## config.mk

```make
export PLATFORM = sky130hd
export DESIGN_NAME = remote_comm
export DESIGN_NICKNAME = d
export VERILOG_FILES = /design/src/rtl/remote_comm.sv
export SDC_FILE = /design/constraint.sdc
export NUM_CORES = 1
export LEC_CHECK = 0
export ABC_AREA = 1
export BUFFER_PORTS_ARGS = -buffer_cell sky130_fd_sc_hd__buf_2
export CORE_UTILIZATION = 37
export CTS_BUF_LIST = sky130_fd_sc_hd__clkbuf_4
export DETAILED_ROUTE_END_ITERATION = 6
export HOLD_SLACK_MARGIN = 0.05
export SLEW_MARGIN = 20
export SYNTH_ARGS = -nofsm -noshare
export SYNTH_HDL_FRONTEND = slang
export SYNTH_SLANG_ARGS = --single-unit
```

## constraint.sdc

```tcl
create_clock -name clk -period 2.5 [get_ports clk]
set_input_delay 0.25 -clock clk [delete_from_list [all_inputs] [get_ports clk]]
set_output_delay 0.25 -clock clk [all_outputs]
set_load 0.01 [all_outputs]
```

## src/rtl/remote_comm.sv

```systemverilog
// remote_comm: bench-side UART command transmitter (16-bit, high byte first)
// and single-byte response receiver, both 8N1 with BAUD_DIV clocks per bit.
module remote_comm #(
    parameter int unsigned BAUD_DIV = 434
) (
    input  logic        clk,
    input  logic        rst_n,
    input  logic        RX,
    output logic        TX,
    input  logic [15:0] cmd,
    input  logic        send_cmd,
    output logic        cmd_sent,
    output logic        resp_rdy,
    output logic [7:0]  resp
);

    localparam int unsigned CNT_W = 12;
    localparam int unsigned BIT_W = 4;
    localparam logic [CNT_W-1:0] BAUD_LAST = CNT_W'(BAUD_DIV - 1);
    localparam logic [CNT_W-1:0] HALF_LAST = CNT_W'(BAUD_DIV / 2 - 1);
    localparam logic [BIT_W-1:0] TX_STOP_IDX = BIT_W'(9);
    localparam logic [BIT_W-1:0] TX_LAST_DATA = BIT_W'(8);
    localparam logic [BIT_W-1:0] RX_STOP_IDX = BIT_W'(8);

    typedef enum logic [1:0] {TX_IDLE, TX_HIGH, TX_LOW} tx_state_t;
    typedef enum logic [1:0] {RX_IDLE, RX_START, RX_DATA} rx_state_t;

    tx_state_t        tx_state, tx_state_d;
    logic [15:0]      hold, hold_d;
    logic [CNT_W-1:0] tx_baud, tx_baud_d;
    logic [BIT_W-1:0] tx_bit, tx_bit_d;
    logic             tx_d, cmd_sent_d;
    logic [7:0]       tx_byte_c;

    rx_state_t        rx_state, rx_state_d;
    logic             rx_meta, rx_sync, rx_prev;
    logic             rx_fall_c;
    logic [CNT_W-1:0] rx_baud, rx_baud_d;
    logic [BIT_W-1:0] rx_bit, rx_bit_d;
    logic [7:0]       rx_shift, rx_shift_d;
    logic [7:0]       resp_d;
    logic             resp_rdy_d;

    assign tx_byte_c = (tx_state == TX_HIGH) ? hold[15:8] : hold[7:0];
    assign rx_fall_c = rx_prev & ~rx_sync;

    // Transmit registers; TX holds the bit currently on the line
    always_ff @(posedge clk or negedge rst_n) begin
        if (!rst_n) begin
            tx_state <= TX_IDLE;
            hold     <= 16'h0000;
            tx_baud  <= '0;
            tx_bit   <= '0;
            TX       <= 1'b1;
            cmd_sent <= 1'b0;
        end else begin
            tx_state <= tx_state_d;
            hold     <= hold_d;
            tx_baud  <= tx_baud_d;
            tx_bit   <= tx_bit_d;
            TX       <= tx_d;
            cmd_sent <= cmd_sent_d;
        end
    end

    // Command sequencing: accept in idle, send high byte then low byte back to back
    always_comb begin
        tx_state_d = tx_state;
        hold_d     = hold;
        tx_baud_d  = tx_baud;
        tx_bit_d   = tx_bit;
        tx_d       = TX;
        cmd_sent_d = cmd_sent;
        case (tx_state)
            TX_IDLE: begin
                tx_d = 1'b1;
                if (send_cmd) begin
                    hold_d     = cmd;
                    cmd_sent_d = 1'b0;
                    tx_state_d = TX_HIGH;
                    tx_baud_d  = '0;
                    tx_bit_d   = '0;
                    tx_d       = 1'b0;
                end
            end
            TX_HIGH, TX_LOW: begin
                if (tx_baud == BAUD_LAST) begin
                    tx_baud_d = '0;
                    if (tx_bit == TX_STOP_IDX) begin
                        tx_bit_d = '0;
                        if (tx_state == TX_HIGH) begin
                            tx_state_d = TX_LOW;
                            tx_d       = 1'b0;
                        end else begin
                            tx_state_d = TX_IDLE;
                            tx_d       = 1'b1;
                            cmd_sent_d = 1'b1;
                        end
                    end else begin
                        tx_bit_d = tx_bit + BIT_W'(1);
                        tx_d     = (tx_bit == TX_LAST_DATA) ? 1'b1 : tx_byte_c[tx_bit[2:0]];
                    end
                end else begin
                    tx_baud_d = tx_baud + CNT_W'(1);
                end
            end
            default: begin
                tx_state_d = TX_IDLE;
                tx_d       = 1'b1;
            end
        endcase
    end

    // RX synchronizer and edge-detect history, idle-high out of reset
    always_ff @(posedge clk or negedge rst_n) begin
        if (!rst_n) begin
            rx_meta <= 1'b1;
            rx_sync <= 1'b1;
            rx_prev <= 1'b1;
        end else begin
            rx_meta <= RX;
            rx_sync <= rx_meta;
            rx_prev <= rx_sync;
        end
    end

    // Receive registers
    always_ff @(posedge clk or negedge rst_n) begin
        if (!rst_n) begin
            rx_state <= RX_IDLE;
            rx_baud  <= '0;
            rx_bit   <= '0;
            rx_shift <= 8'h00;
            resp     <= 8'h00;
            resp_rdy <= 1'b0;
        end else begin
            rx_state <= rx_state_d;
            rx_baud  <= rx_baud_d;
            rx_bit   <= rx_bit_d;
            rx_shift <= rx_shift_d;
            resp     <= resp_d;
            resp_rdy <= resp_rdy_d;
        end
    end

    // Frame receive: start on falling edge, confirm at half bit, sample mid-bit
    always_comb begin
        rx_state_d = rx_state;
        rx_baud_d  = rx_baud;
        rx_bit_d   = rx_bit;
        rx_shift_d = rx_shift;
        resp_d     = resp;
        resp_rdy_d = resp_rdy;
        case (rx_state)
            RX_IDLE: begin
                if (rx_fall_c) begin
                    rx_state_d = RX_START;
                    rx_baud_d  = '0;
                    resp_rdy_d = 1'b0;
                end
            end
            RX_START: begin
                if (rx_baud == HALF_LAST) begin
                    rx_baud_d = '0;
                    rx_bit_d  = '0;
                    rx_state_d = rx_sync ? RX_IDLE : RX_DATA;
                end else begin
                    rx_baud_d = rx_baud + CNT_W'(1);
                end
            end
            RX_DATA: begin
                if (rx_baud == BAUD_LAST) begin
                    rx_baud_d = '0;
                    if (rx_bit == RX_STOP_IDX) begin
                        // stop bit value is not checked
                        resp_d     = rx_shift;
                        resp_rdy_d = 1'b1;
                        rx_bit_d   = '0;
                        rx_state_d = RX_IDLE;
                    end else begin
                        rx_shift_d = {rx_sync, rx_shift[7:1]};
                        rx_bit_d   = rx_bit + BIT_W'(1);
                    end
                end else begin
                    rx_baud_d = rx_baud + CNT_W'(1);
                end
            end
            default: rx_state_d = RX_IDLE;
        endcase
    end

endmodule

```

Yosys cells after proc, flatten, opt, wreduce, memory -nomap -nowiden --
Index checks and enable logic that the tools add are counted.
Word-level totals: word-level logic and storage cells 103, register bits after elaboration 74, output and inout bits 11
Operators by class: muxes and demuxes 44, order comparisons 1, reduce and logical (&&, ||, !) cells 18, bitwise logic cells 3, add/sub/neg operators 4, equality and inequality tests 18
Operators by type and width (number):
- 12-bit two-way mux | 5
- 12-bit case mux with 3 select lines | 1
- 12-bit by 1-bit adder with 12-bit output (second input constant) | 2
- 12-bit by 9-bit equality test with 1-bit output (second input constant) | 2
- 4-bit two-way mux | 6
- 12-bit case mux with 2 select lines | 1
- 2-bit two-way mux | 9
- 2-bit inequality test (second input constant) | 8
- 4-bit case mux with 2 select lines | 2
- 3-bit AND reduction | 5
- 1-bit two-way mux | 13
- 12-bit by 8-bit equality test with 1-bit output (second input constant) | 1
- 4-bit equality test (second input constant) | 3
- 4-bit by 1-bit adder with 4-bit output (second input constant) | 2
- 8-bit two-way mux | 1
- 4-bit AND reduction | 2
- 1-bit case mux with 2 select lines | 3
- 2-bit case mux with 3 select lines | 1
- 2-bit AND reduction | 3
- 2-bit nonzero test | 3
- 5-bit AND reduction | 1
- 2-bit by 1-bit equality test with 1-bit output (second input constant) | 2
- 2-bit equality test (second input constant) | 2
- 2-bit zero test | 2
- other kinds (7) | 8

Depth between registers and ports, before layout --
depth after elaboration 8, depth in mapped cells 12, depth with buffers taken out 11

Worst setup path before layout --
OpenSTA, ideal clock, no wires.
path type register -> register, start reg tx_state[0], end reg tx_baud[8], buffers on the path 0, data arrival time 1.603 ns, stages on the path, launching flop included 10, path slack 0.774 ns, required time 2.377 ns, setup time 0.123 ns, cell sequence dfrtp_1 > inv_1 > ha_1 > inv_2 > o21ai_4 > nand3_4 > nor2_4 > nand2_1 > o21ai_0 > a21oi_1
On the way: cells in the longest elaborated chain, start to end 4
RTL lines:
- start: declaration | RTL line 28 | tx_state_t tx_state, tx_state_d;
- start signal: assignment | RTL line 57 | tx_state <= tx_state_d;
- 2-bit by 1-bit equality test with 1-bit output or 2-bit equality test (tied branches) | RTL line 74 | case (tx_state)
- 2-bit OR reduction | RTL line 74
- 2-bit nonzero test (no source line)
- 2-bit AND reduction (no source line)
- end signal: assignment | RTL line 59 | tx_baud <= tx_baud_d;
- end: declaration | RTL line 30 | logic [CNT_W-1:0] tx_baud, tx_baud_d;
Several ways; a longest one is shown, not always the timed one. A chain may end at the register's enable or synchronous reset.

Worst setup path in the final report --
start reg tx_state[0], end reg tx_bit[0]
On the way: cells in the longest elaborated chain, start to end 4
RTL lines:
- 2-bit by 1-bit equality test with 1-bit output or 2-bit equality test (tied branches) | RTL line 74
- 2-bit OR reduction | RTL line 74
- 2-bit inequality test (no source line) or 2-bit nonzero test (tied branches)
- 3-bit AND reduction (no source line)
- end signal: assignment | RTL line 60 | tx_bit <= tx_bit_d;
- end: declaration | RTL line 31 | logic [BIT_W-1:0] tx_bit, tx_bit_d;
Several ways; a longest one is shown, not always the timed one.

==> flow_summary.ini <==
[yosys]
syn_nets = 508
synth-edff-count = 0
synth_cell_types = 32
ys_top_cells_by_count = nand2_1 (155), dfrtp_1 (70), inv_1 (55)
ys_seq_area_share_pct = 48.98
yosysWarnings = 0
synthTopCellsByArea = dfrtp_1 (46%), nand2_1 (15%), inv_1 (5.4%), nand3_1 (4.9%), o21ai_0 (4.8%)
netlist_area_mm2 = 0.003791
syn_inst = 474
synth_top_area_share_pct = 46.20
synth_async_sr_flop_share_pct = 100.0
synthFlopType = dfrtp_1
post-synth-top-area-cell = dfrtp_1
synth.ff_latch_count = 74
avgSynthCellArea_um2 = 7.998
synth.most_common_cell = nand2_1

[timing]
final_hold_viol_count = 0
relSlewSlack_pct = 39.10
fmax_mhz = 511.0
post-route-period-util_pct = 78.27
rsz0062_at_grt = false
period_minus_slack_ns = 1.957
setup-tns-final_ns = 0
setup_violations = 0
finalClockSkew_ns = 0.02231
worst_pin_slew_ns = 0.9135
setup_ws_ns = 0.5431
slew_viol_final = 0

[run_status]
outcome = complete, no violations

[die]
row_count = 36
fp.dieH_um = 103.2
coreArea_mm2 = 0.009864
dieWidth_um = 103.2
ios = 31
die-area_mm2 = 0.01066
start_util_pct = 38.43

[pwr]
p_int_mw = 2.088
ir_drop_v = 0.0003808
power.share.clock_pct = 17.8
p_sw_mw = 1.520
p_sw_share_pct = 42.14
sequentialPowerShare_pct = 44.8
p_per_area_mw_per_mm2 = 824.9
power_frac_comb_pct = 37.4
p_leak_nw = 2.111

[cts]
cts_buffers = 9
insertion_delay_ns = 0.42
clockBufferDepth = 2
cts_sinks = 74
cts_root_buffer = clkbuf_4
tritoncts = done
cts_resized = 0
htreeDepth = 3
clkTransAtPathRegs_ns = 0.13

[final_layout]
diodes = 0
stdcell_area_mm2 = 0.004374
final_nets = 560
areaGrowthSynthToFinish_pct = 15.38
drive_gt1_share_pct = 12.05

[critical_path]
path_max_fanout = 9
cp.required_ns = 2.84
crit_path_start_kind = flip-flop
critPathCaptureType = flip-flop
crit_type = flip-flop to flip-flop
worstPathArrival_ns = 2.29

[drt]
drc_errors = 0
vias = 3035
avgViaCountPerCell = 4.571
wl_um = 7201
drt_iter0_markers = 164
dr.pass1.iters = 4
ant_nets = 0
drt-wirelength-per-cell_um = 10.84

[grt]
grt_pass1_vias = 2958
antenna_found_initial = 0
grt_usage_pct = 15.55
grt_pass1_wl_um = 13050
grt_max_degree = 75
overflow = 0

[place]
finalWeightedCongestion = 0.8415
placed_area_mm2 = 0.004080
io_buffers = 30
pre_cts_ws_ns = 0.5554
dp_hpwl_um = 5075

[hold_path]
hold_class = input port to flip-flop

[flow_run]
drv_cap = 0
[power groups by stage]
| stage | Sequential [mW] | Clock [mW] | Combinational [mW] |
|---|---|---|---|
| after floorplan | 1.59 | 0 | 1.06 |
| after global placement | 1.63 | 0 | 1.31 |
| after detailed placement | 1.64 | 0 | 1.33 |
| after CTS | 1.62 | 0.676 | 1.36 |
| after global routing | 1.66 | 0.735 | 1.58 |
| final | 1.62 | 0.642 | 1.35 |
[placed cells by master (no fill, tap or decap), types with 3 or more instances in the layout]
| cell type | instances |
|---|---|
| nor3b_1 | 3 |
| buf_2 | 29 |
| nor3_1 | 9 |
| nand3_1 | 37 |
| nand2_1 | 155 |
| clkbuf_4 | 9 |
| dlygate4sd3_1 | 18 |
| inv_1 | 55 |
| nor2_4 | 3 |
| ha_1 | 14 |
| clkinv_2 | 3 |
| a21oi_1 | 7 |
| dfrtp_1 | 70 |
| clkinvlp_4 | 3 |
| nor2_1 | 39 |
| dfstp_2 | 4 |
| xor2_1 | 13 |
| o21ai_0 | 36 |
[metal layers]
metal	vias up	part of all wire, %	global-route usage, %
met4	0	1.2	5.200
met2	48	45	25.08
li1	1596	-	-
met5	-	0	0
met1	1383	50	20.84
met3	8	3.1	3.360
[flip-flops by register name, summed over array words and instances, names as in the netlist]
name,flops
TX,1
cmd_sent,1
rx_prev,1
hold,16
rx_state,2
tx_bit,4
rx_sync,1
tx_state,2
tx_baud,12
resp_rdy,1
rx_baud,12
rx_meta,1
rx_shift,8
rx_bit,4
resp,8
[cell families after synthesis]
kind of cell    Yosys count  synth area share, %
simple gates            258                29.47
flops                    74                48.98
buf+inv                  66                6.634
compound gates           48                7.063
xor+xnor                 14                3.234
fa+ha+maj                14                4.621
[critical path, stage by stage, from the launching register on]
cell	delay (ns)
dfrtp_1	0.41
inv_1	0.06
ha_1	0.44
inv_2	0.10
o21ai_4	0.27
nand2_1	0.24
inv_2	0.20
nand3_1	0.08
o21ai_0	0.07
[path summary, 6_finish.rpt]
| kind | slack [ns] | cells past startpoint | start | endpoint |
|---|---|---|---|---|
| worst max-delay path | 0.54 | 8 | tx_state[0]$_DFFE_PN0P_ | tx_bit[0]$_DFFE_PN0P_ |
| worst min-delay path | 0.26 | 6 | send_cmd | TX$_DFFE_PN1P_ |
| worst max register to register | 0.54 | 8 | tx_state[0]$_DFFE_PN0P_ | tx_bit[0]$_DFFE_PN0P_ |
| worst min register to register | 0.37 | 0 | rx_meta$_DFF_PN1_ | rx_sync$_DFF_PN1_ |
| max in group asynchronous | 1.41 | 2 | rst_n | tx_baud[2]$_DFFE_PN0P_ |
| min in group asynchronous | 0.50 | 2 | rst_n | rx_baud[0]$_DFFE_PN0P_ |
[per-stage QoR]
stage | hold WS (ns) | util, % | total power, mW | instances
floorplan | -0.04559 | - | 2.642 | 474
global placement | 0.3461 | 41.36 | 2.948 | 630
detailed placement | 0.3472 | 41.36 | 2.974 | 630
CTS | 0.2378 | 44.34 | 3.656 | 664
global route | 0.2805 | 44.34 | 3.971 | 664
finish | 0.2613 | 44.34 | 3.608 | 664
[timing repair]
item                                   CTS  global route
hold buffers                            18             0
endpoints found under the hold margin   87             0
buffers inserted                         0             0
setup endpoints to repair                0             0
[cell type report]
cell class,instances,area (um2)
fill,987,5490
sequential,74,1857
multi-input combinational,334,1683
timing repair buffer,48,332.8
inverter,59,221.5
tap,133,166.4
clock buffer,9,67.56
clock inverter,7,46.29
(Power assumes the default switching activity.)
